### config.mk
export PLATFORM = sky130hd
export DESIGN_NAME = seg7_scan
export DESIGN_NICKNAME = d
export VERILOG_FILES = /design/src/rtl/seg7_pkg.sv /design/src/rtl/tick_sync.sv /design/src/rtl/seg7_scan.sv
export SDC_FILE = /design/constraint.sdc
export NUM_CORES = 1
export LEC_CHECK = 0
export ABC_AREA = 1
export CORE_ASPECT_RATIO = 1.75
export CORE_MARGIN = 4
export CORE_UTILIZATION = 52
export CTS_BUF_LIST = sky130_fd_sc_hd__clkbuf_8
export DETAILED_ROUTE_END_ITERATION = 16
export PLACE_DENSITY_LB_ADDON = 0.05
export SYNTH_ARGS = -nofsm -noshare
export SYNTH_HDL_FRONTEND = slang
export SYNTH_SLANG_ARGS = --single-unit
### constraint.sdc
create_clock -name Clk -period 4.86 [get_ports Clk]
set_input_delay 1.458 -clock Clk [delete_from_list [all_inputs] [get_ports Clk]]
set_output_delay 1.458 -clock Clk [all_outputs]
set_load 0.01 [all_outputs]
### src/rtl/seg7_pkg.sv
// Shared constants, types and decode helpers for the multiplexed 7-segment scanner.
// Segment data is kept active-low internally; polarity is applied once at the output register.
package seg7_pkg;

  localparam int N_DIGITS = 4;

  localparam logic [6:0] SEG_OFF = 7'h7F;
  localparam logic [3:0] AN_OFF  = 4'hF;
  localparam logic       DP_OFF  = 1'b1;

  typedef struct packed {
    logic [3:0] an;
    logic [6:0] seg;
    logic       dp;
    logic [1:0] idx;
  } disp_t;

  function automatic logic [6:0] hex_to_seg(input logic [3:0] nibble);
    logic [6:0] seg;
    case (nibble)
      4'h0: seg = 7'b1000000;
      4'h1: seg = 7'b1111001;
      4'h2: seg = 7'b0100100;
      4'h3: seg = 7'b0110000;
      4'h4: seg = 7'b0011001;
      4'h5: seg = 7'b0010010;
      4'h6: seg = 7'b0000010;
      4'h7: seg = 7'b1111000;
      4'h8: seg = 7'b0000000;
      4'h9: seg = 7'b0010000;
      4'hA: seg = 7'b0001000;
      4'hB: seg = 7'b0000011;
      4'hC: seg = 7'b1000110;
      4'hD: seg = 7'b0100001;
      4'hE: seg = 7'b0000110;
      default: seg = 7'b0001110;
    endcase
    return seg;
  endfunction

  // Converts an active-low display word to board polarity (common-cathode inverts everything).
  function automatic disp_t apply_polarity(input disp_t raw, input bit active_low);
    disp_t res;
    res = raw;
    if (!active_low) begin
      res.an  = ~raw.an;
      res.seg = ~raw.seg;
      res.dp  = ~raw.dp;
    end
    return res;
  endfunction

endpackage

### src/rtl/tick_sync.sv
// Synchroniser plus rising-edge detector: turns a slow asynchronous level into
// single-cycle ticks in the Clk domain. Also suitable for push-button inputs.
module tick_sync #(
  parameter int SYNC_STAGES = 2
) (
  input  logic Clk,
  input  logic Reset,
  input  logic Async_in,
  output logic Tick_out
);

  logic [SYNC_STAGES-1:0] sync_q;
  logic                   edge_q;

  always_ff @(posedge Clk) begin
    if (Reset) begin
      sync_q <= '0;
      edge_q <= 1'b0;
    end else begin
      sync_q <= {sync_q[SYNC_STAGES-2:0], Async_in};
      edge_q <= sync_q[SYNC_STAGES-1];
    end
  end

  assign Tick_out = sync_q[SYNC_STAGES-1] & ~edge_q;

endmodule

### src/rtl/seg7_scan.sv
// Four-digit hex scanner: advances one digit per synchronised scan tick and swaps in
// newly loaded values only at frame boundaries so a frame never mixes two values.
module seg7_scan
  import seg7_pkg::*;
#(
  parameter int SYNC_STAGES = 2,
  parameter bit ACTIVE_LOW  = 1'b1
) (
  input  logic        Clk,
  input  logic        Reset,
  input  logic        Scan_in,
  input  logic [15:0] Value_in,
  input  logic        Load,
  input  logic [3:0]  Dp_in,
  input  logic        Blank_lz,
  output logic [3:0]  An,
  output logic [6:0]  Seg,
  output logic        Dp,
  output logic [1:0]  Digit_idx
);

  localparam disp_t DISP_OFF_RAW = '{an: AN_OFF, seg: SEG_OFF, dp: DP_OFF, idx: 2'd0};

  logic        tick;
  logic        wrap;

  logic [1:0]  idx_q, idx_d;
  logic        running_q, running_d;
  logic [15:0] pending_q, pending_d;
  logic [3:0]  pend_dp_q, pend_dp_d;
  logic        pend_flag_q, pend_flag_d;
  logic [15:0] shadow_q, shadow_d;
  logic [3:0]  shadow_dp_q, shadow_dp_d;
  disp_t       out_q, out_d;

  logic [N_DIGITS-1:0] lz_zero;
  logic [3:0]          nibble;
  disp_t               raw;

  tick_sync #(
    .SYNC_STAGES(SYNC_STAGES)
  ) u_tick_sync (
    .Clk     (Clk),
    .Reset   (Reset),
    .Async_in(Scan_in),
    .Tick_out(tick)
  );

  // The very first tick starts a frame too, so it may pick up a pending value.
  assign wrap = tick && (!running_q || (idx_q == 2'd3));

  always_comb begin
    idx_d       = idx_q;
    running_d   = running_q;
    pending_d   = pending_q;
    pend_dp_d   = pend_dp_q;
    pend_flag_d = pend_flag_q;
    shadow_d    = shadow_q;
    shadow_dp_d = shadow_dp_q;

    if (tick) begin
      running_d = 1'b1;
      if (running_q) begin
        idx_d = idx_q + 2'd1;
      end
    end

    if (wrap && pend_flag_q) begin
      shadow_d    = pending_q;
      shadow_dp_d = pend_dp_q;
      pend_flag_d = 1'b0;
    end

    // A load on the wrap edge lands in pending and waits for the next frame.
    if (Load) begin
      pending_d   = Value_in;
      pend_dp_d   = Dp_in;
      pend_flag_d = 1'b1;
    end
  end

  genvar gi;
  assign lz_zero[0] = 1'b0;
  generate
    for (gi = 1; gi < N_DIGITS; gi++) begin : g_lz
      assign lz_zero[gi] = (shadow_q[15:4*gi] == '0);
    end
  endgenerate

  always_comb begin
    nibble = shadow_q[{idx_q, 2'b00} +: 4];
    raw    = DISP_OFF_RAW;
    raw.idx = idx_q;
    if (running_q && !(Blank_lz && lz_zero[idx_q])) begin
      raw.an  = ~(4'b0001 << idx_q);
      raw.seg = hex_to_seg(nibble);
      raw.dp  = ~shadow_dp_q[idx_q];
    end
    out_d = apply_polarity(raw, ACTIVE_LOW);
  end

  always_ff @(posedge Clk) begin
    if (Reset) begin
      idx_q       <= 2'd0;
      running_q   <= 1'b0;
      pending_q   <= '0;
      pend_dp_q   <= '0;
      pend_flag_q <= 1'b0;
      shadow_q    <= '0;
      shadow_dp_q <= '0;
      out_q       <= apply_polarity(DISP_OFF_RAW, ACTIVE_LOW);
    end else begin
      idx_q       <= idx_d;
      running_q   <= running_d;
      pending_q   <= pending_d;
      pend_dp_q   <= pend_dp_d;
      pend_flag_q <= pend_flag_d;
      shadow_q    <= shadow_d;
      shadow_dp_q <= shadow_dp_d;
      out_q       <= out_d;
    end
  end

  assign An        = out_q.an;
  assign Seg       = out_q.seg;
  assign Dp        = out_q.dp;
  assign Digit_idx = out_q.idx;

endmodule
Word-level counts from Yosys, hierarchy flattened
Memory sizes are Yosys's and may differ from the RTL's. A register that Yosys moved wholly into a read port is not among the register bits. Cells that the tools add are included.

Add/subtract/negate cells: 1. Order comparisons: 1. Eq/ne operators: 1. Shift operators: 2. Multiplexer cells: 6. Bitwise operators: 5. Reductions and logical operators: 13.

Operators with widths (number): indexed part select 16 x 5 -> 4 bit (1); logical NOT 12 bit (1); logical NOT 8 bit (1); binary-select mux 1 bit (select 2 bit) (2); logical AND 1 bit (4); logical NOT 4 bit (1); 2-to-1 mux 1 bit (4); NOT 4 bit (1); left shift 1 x 2 -> 4 bit, first input constant (1); < comparator 2 x 3 -> 1 bit, second input constant (1); NOT 1 bit (3); adder 2 x 1 -> 2 bit, second input constant (1); equality test 2 bit, second input constant (1); logical NOT 1 bit (2); AND reduction 2 bit (1); nonzero test 2 bit (1); OR reduction 2 bit (1); AND 1 bit (1); logical OR 1 bit (1).

Bits in registers: 54. ROM bits: 112. Output and inout port bits: 14. Word-level logic and storage cells: 42. Memories: 1.

Memory list: (no name shown) (words 16, bits a word 7, rd ports 1, clocked after memory_dff 1, write ports 0, line seg7_pkg.sv:20) `case (nibble)`.

Logic depth before layout (Yosys ltp)
Gate-level depths: netlist (run 1).

Word-level depth: 8. Gate-level depth with buffers: 11.

Hierarchy
From an unflattened synthesis (run 1), not the netlist that was laid out.

Cells, all modules: 334. Area total of the unflattened synthesis: 2526.2 sq um.

Modules (own cells, without submodules): seg7_scan (times used 1, cells an instance 324, area each 2439.8 sq um, seq. area each 1161.1 sq um); tick_sync (times used 1, cells an instance 10, area each 86.3 sq um, seq. area each 60.1 sq um).

Worst setup path after synthesis (run 1)
No wires, ideal clock.

Path type: input -> register. Start point: input port Reset. End point: register Seg[2] (netlist name). Setup time: 0.120 ns. Data arrival time: 2.160 ns. Required time: 4.740 ns. Path slack: 2.580 ns. Stages: 6. Buffers on the path: 2. Cells stage by stage: clkbuf_1 inv_2 nand2_1 nor2_1 buf_6 nand3_1.

Word-level cells in the longest chain between the ends: 1.

RTL lines: start: declaration (line seg7_scan.sv:10) `input logic Reset,`; OR reduction 2 bit (no source line).

No other way between the ends. A chain may end at the register's enable or synchronous reset.

Final worst setup path (run 1)
Start point: input port Reset. End point: register out_q (netlist bit Dp).

Word-level cells in the longest chain between the ends: 1.

RTL lines: OR reduction 2 bit (no source line); end signal: assignment (line seg7_scan.sv:111) `out_q <= apply_polarity(DISP_OFF_RAW, ACTIVE_LOW);`; end signal: assignment (line seg7_scan.sv:120) `out_q <= out_d;`; end: declaration (line seg7_scan.sv:34) `disp_t out_q, out_d;`.

No other way between the ends.

==> results of run 1 <==
-- flip-flops by register name (all words and copies together), names as in the netlist, 2 cells and up --
register            flops
idx_q                   2
shadow_q               16
Seg                     7
u_tick_sync.sync_q      2
pend_dp_q               4
shadow_dp_q             4
pending_q              16
An                      4
Digit_idx               2
-- per-layer routing --
layer,vias up,share of wire (%)
li1,1139,-
met1,928,41
met2,52,50
met3,19,4.9
met4,0,4.2
met5,-,0
-- Yosys cell counts --
library cell and instances:
buf_2 1, o22ai_1 1, o211ai_2 1, nand3_1 24, nand2_4 3, buf_6 4
inv_1 30, nor2_1 56, clkbuf_1 10, clkbuf_2 2, inv_2 5, dfxtp_1 61
ha_1 10, nand2_1 55, o21ai_0 45, a21oi_1 24, nand3_2 2, nand3_4 2
-- layout by cell type (no fill, tap or decap), types with 2 or more instances in the layout --
master and n:
nand2_4 3, clkdlybuf4s50_1 38, nand3_4 2, nand2_1 55, dfxtp_1 61, o21ai_0 45, nand3_1 24, buf_4 2
clkinv_2 2, ha_1 10, clkbuf_8 11, inv_1 31, a21oi_1 24, nor2_1 56, inv_2 5, nand3_2 2
-- per-stage QoR --
step,utilization [%],std cells,worst slack [ps],hold slack [ps]
after detailed placement,61.7,411,1250,403
after CTS,65.1,425,1610,414
after global routing,65.1,425,1350,432
after floorplan,-,336,2580,388
final,65.1,425,1630,410
after global placement,61.7,411,1310,394
-- final timing paths --
kind / cells past startpoint / slack (ps) / to / startpoint
worst max-delay path: 5 / 1630 / Dp / Reset
worst min-delay path: 2 / 410 / u_tick_sync.sync_q[1] / u_tick_sync.sync_q[0]
worst max register to register: 10 / 2720 / Seg[6] / idx_q[0]
worst min register to register: 2 / 410 / u_tick_sync.sync_q[1] / u_tick_sync.sync_q[0]
-- power breakdown --
group / leakage (nW) / internal, mW / switching, mW
clock network: 0.0922 / 0.203 / 0.176
registers: 0.499 / 0.521 / 0.00926
logic: 0.714 / 0.0408 / 0.0447
-- layout make-up --
type | count | area share, %
flip-flops and latches | 61 | 39.5
clock inverters | 3 | 0.445
clock buffers | 11 | 4.89
multi-input cells | 223 | 36.0
inverters | 35 | 4.25
repair buffers | 40 | 12.8
well taps | 52 | 2.10
-- tightest hold or removal path: cells and delay by family (launching register included) --
kind                   cells  cell delay [ps]
buffers and inverters      1               40
and+or+nand+nor            1               30
DFF                        1              300
-- logic make-up after synthesis --
logic type	count (synthesis)	synth area share (%)
AO/OA/AOI/OAI	71	14.2
adder cells (fa/ha/maj)	10	4.88
buffers and inverters	52	8.93
flip-flops	61	47.6
AND/OR/NAND/NOR	142	24.4
==> impl_metrics.toml, run 1 <==
[status]
status = "finished clean"

[sta]
drv_slew = 0
fin_crit_sh_pct = 66.5
hold_violations = 0
worstMarginPinSlew_ps = 716
clock_skew_ps = 7.15
fin_tns_setup_ps = 0
max_slew_margin_pct = 52.1
rsz0062_at_grt = "no"
setup_viol = 0
finalCriticalPeriod_ps = 3230
timing.fmax_ghz = 0.309

[die]
die_x_um = 61.1
io_pins = 39
dieArea_um2 = 6160
fp.dieH_um = 101
core_area_um2 = 4750
initial_utilization_pct = 54.0
core.rowCount = 33

[routing]
ant_nets = 0
wl_per_cell_um = 10.7
drc = 0
wirelength_mm = 4.55
drt_iter0_drc = 64
drt_first_pass_iters = 4
via_per_inst = 5.03
vias = 2138

[yosys]
syn_nets = 371
ys_types = 18
synth_area_um2 = 2560
avgSynthCellArea_um2 = 7.63
synth-warning-count = 0
synth_seq_cells = 61
synth_area_leaders = "dfxtp_1 48%, o21ai_0 8.8%, nor2_1 8.2%"
synth_top_area_share_pct = 47.6
netlist_instances = 336
synth_area_leader_cell = "dfxtp_1"
yosysSeqAreaShare_pct = 47.6

[clock_network]
path_clk_slew_ps = 60
cts_root_buf = "clkbuf_8"
cts_tree = "yes"
clock_latency_ps = 330
cts.path.max_buffers = 2
ctsResizeCount = 0
post_cts_buffers = 0
clock_sinks = 61
cts.htree.levels = 3
cts_hold_buf = 0
numCtsBuffers = 9

[global_routing]
antenna_found_initial = 0
grt_util_met2_pct = 28.3
use_met3_pct = 6.03
grt_max_degree = 43
grt_pass1_wl_mm = 7.75
grt_most_used_layer = "met2"
grt_pass1_vias = 1923
track_usage_pct = 17.0
gr-total-overflow = 0
grtUsageMet1_pct = 16.8

[setup_path]
cp.arrival_ps = 3410
worst-path-buf-inv = 2
cp_max_fo = 42
critPathTopFamily = "buffers and inverters"
critPathLaunchType = "input pin"
crit_chain = "clkdlybuf4s50_1 -> inv_2 -> nand2_1 -> nor2_1 -> o21ai_0"
crit_type = "in -> reg"
critPathCaptureType = "register"
critPathSlowestCell = "nor2_1"
cpPeakStageDelay_ps = 600
crit_required_ps = 5030

[cells_and_area]
area.growth.synth_to_final_pct = 20.6
final_layout_size_suffix_gt1_share_pct = 7.51
regArea_um2 = 1220
nNetsFinal = 405
finish.instance_area_um2 = 3090
nFillCells = 459
antenna_cells = 0
multiInputGateArea_um2 = 1110

[placed_design]
numPortBuffers = 38
placedInstanceArea_um2 = 2930
gp_congestion = 0.881
hpwl_mm = 3.32

[pwr]
p_leak_nw = 1.31
p_per_area_nw_per_um2 = 322
design_power_total_mw = 0.995
ir_worst_vdd_v = 0.000196

[worst_hold_path]
min_path_type = "reg -> reg"

[run]
cap_violations = 0
(Power assumes the default switching activity.)
==> run 2: changes to the inputs <==
--- a/config.mk
+++ b/config.mk
@@ -8,7 +8,7 @@
 export ABC_AREA = 1
 export CORE_ASPECT_RATIO = 1.75
 export CORE_MARGIN = 4
-export CORE_UTILIZATION = 52
+export CORE_UTILIZATION = 50
 export CTS_BUF_LIST = sky130_fd_sc_hd__clkbuf_8
 export DETAILED_ROUTE_END_ITERATION = 16
 export PLACE_DENSITY_LB_ADDON = 0.05
==> constraint.sdc (replaced) <==
create_clock -name Clk -period 2.8 [get_ports Clk]
set_input_delay 0.84 -clock Clk [delete_from_list [all_inputs] [get_ports Clk]]
set_output_delay 0.84 -clock Clk [all_outputs]
set_load 0.01 [all_outputs]
==> impl_metrics.toml, run 2 (synthesis gave the netlist of run 1 again) <==
[routing]
drt_first_pass_iters = 4
drc = 0
drt_iter0_drc = 83
wl_per_cell_um = 11.0
ant_nets = 0
vias = 2112
via_per_inst = 4.89
wirelength_mm = 4.73

[clock_network]
cts_tree = "yes"
cts.htree.levels = 3
clock_sinks = 61
post_cts_buffers = 0
cts_hold_buf = 0
numCtsBuffers = 9
cts.path.max_buffers = 2
cts_root_buf = "clkbuf_8"
clock_latency_ps = 330
path_clk_slew_ps = 60
ctsResizeCount = 0

[cells_and_area]
antenna_cells = 0
mostFrequentLayoutCell = "dfxtp_1"
final-instance-count-excl-fill = 432
multiInputGateArea_um2 = 1110
nNetsFinal = 408
nFillCells = 468
final_util_pct = 62.9
regArea_um2 = 1220
area.growth.synth_to_final_pct = 22.0
finish.instance_area_um2 = 3130
final_layout_size_suffix_gt1_share_pct = 8.73
layout_common_cells = "61 x dfxtp_1, 56 x nor2_1, 55 x nand2_1, 45 x o21ai_0, 38 x clkdlybuf4s50_1"

[global_routing]
grt_pass1_wl_mm = 8.14
antenna_found_initial = 0
gr-total-overflow = 0
grt_pass1_vias = 1920
grt_max_degree = 42
track_usage_pct = 15.9

[sta]
worstMarginPinSlew_ps = 548
fin_crit_sh_pct = 71.6
fin_tns_setup_ps = 0
finalCriticalPeriod_ps = 2010
clock_skew_ps = 7.41
drv_slew = 0
setup_viol = 0
holdWs_ps = 404
timing.fmax_ghz = 0.499
max_slew_margin_pct = 63.5
setup_ws_ps = 795
rsz0062_at_grt = "no"
hold_violations = 0

[worst_hold_path]
min_path_type = "reg -> reg"

[die]
io_pins = 39
dieArea_um2 = 6380
fp.dieH_um = 103
core.rowCount = 34
core_area_um2 = 4980
die_x_um = 62.1
initial_utilization_pct = 51.5

[setup_path]
crit_required_ps = 1960
cp.arrival_ps = 1170
critPathLaunchType = "register"
crit_type = "reg -> out"
critPathTopFamily = "buffers and inverters"
critPathCaptureType = "output pin"
cpPeakStageDelay_ps = 530
worst-path-buf-inv = 1
crit_chain = "clkdlybuf4s50_1"
critPathSlowestCell = "clkdlybuf4s50_1"
cp_max_fo = 1

[pwr]
p_clk_share_pct = 38.9
p_per_area_nw_per_um2 = 560
sw_frac_of_total_pct = 23.7
ir_worst_vdd_v = 0.000514
design_power_total_mw = 1.75
p_seq_share_pct = 52.5
p_leak_nw = 1.33
comb_power_share_pct = 8.6
internal_power_mw = 1.34
switchingPower_mw = 0.415

[placed_design]
numPortBuffers = 38
placedInstanceArea_um2 = 2950
gp_congestion = 0.888
place_inst = 416
dp_slack_ps = 638
hpwl_mm = 3.39

[status]
status = "finished clean"

[run]
cap_violations = 0
==> run 2: cell count changes in the layout (fill, tap and decap cells not counted) <==
cell / previous run / this run
clkinvlp_4: 0 / 1
buf_4: 2 / 5
clkinv_2: 2 / 3
==> run 2: final timing paths <==
| kind | startpoint | to | slack [ps] | cells after the start |
|---|---|---|---|---|
| max | Dp | Dp | 790 | 1 |
| min | u_tick_sync.sync_q[0] | u_tick_sync.sync_q[1] | 400 | 2 |
| max reg2reg | idx_q[1] | Seg[5] | 980 | 9 |
| min reg2reg | u_tick_sync.sync_q[0] | u_tick_sync.sync_q[1] | 400 | 2 |
==> run 2: per-layer routing <==
metal  part of all wire (%)  vias to the layer above  routed length (µm)  track usage (%)
met3                    4.1                        6                 195             5.89
met5                      0                        -                   0                0
met1                     44                      913                2070             16.7
met4                    1.4                        0                  68             7.18
met2                     51                       48                2400             28.3
li1                       -                     1145                   -                -
==> run 2: final cells by class <==
type	instances	area share, %
Clock buffer	11	4.84
Clock inverter	5	0.839
Inverter	35	4.20
Multi-Input combinational cell	223	35.6
Sequential cell	61	39.0
Tap cell	54	2.16
Timing Repair Buffer	43	13.3
==> run 2: power groups by stage <==
stage | combinational (mW) | clock [mW] | sequential, mW
after floorplan | 0.0923 | 0 | 0.937
after global placement | 0.149 | 0 | 0.938
after detailed placement | 0.152 | 0 | 0.939
after CTS | 0.153 | 0.706 | 0.920
after global routing | 0.174 | 0.737 | 0.924
final | 0.152 | 0.681 | 0.920
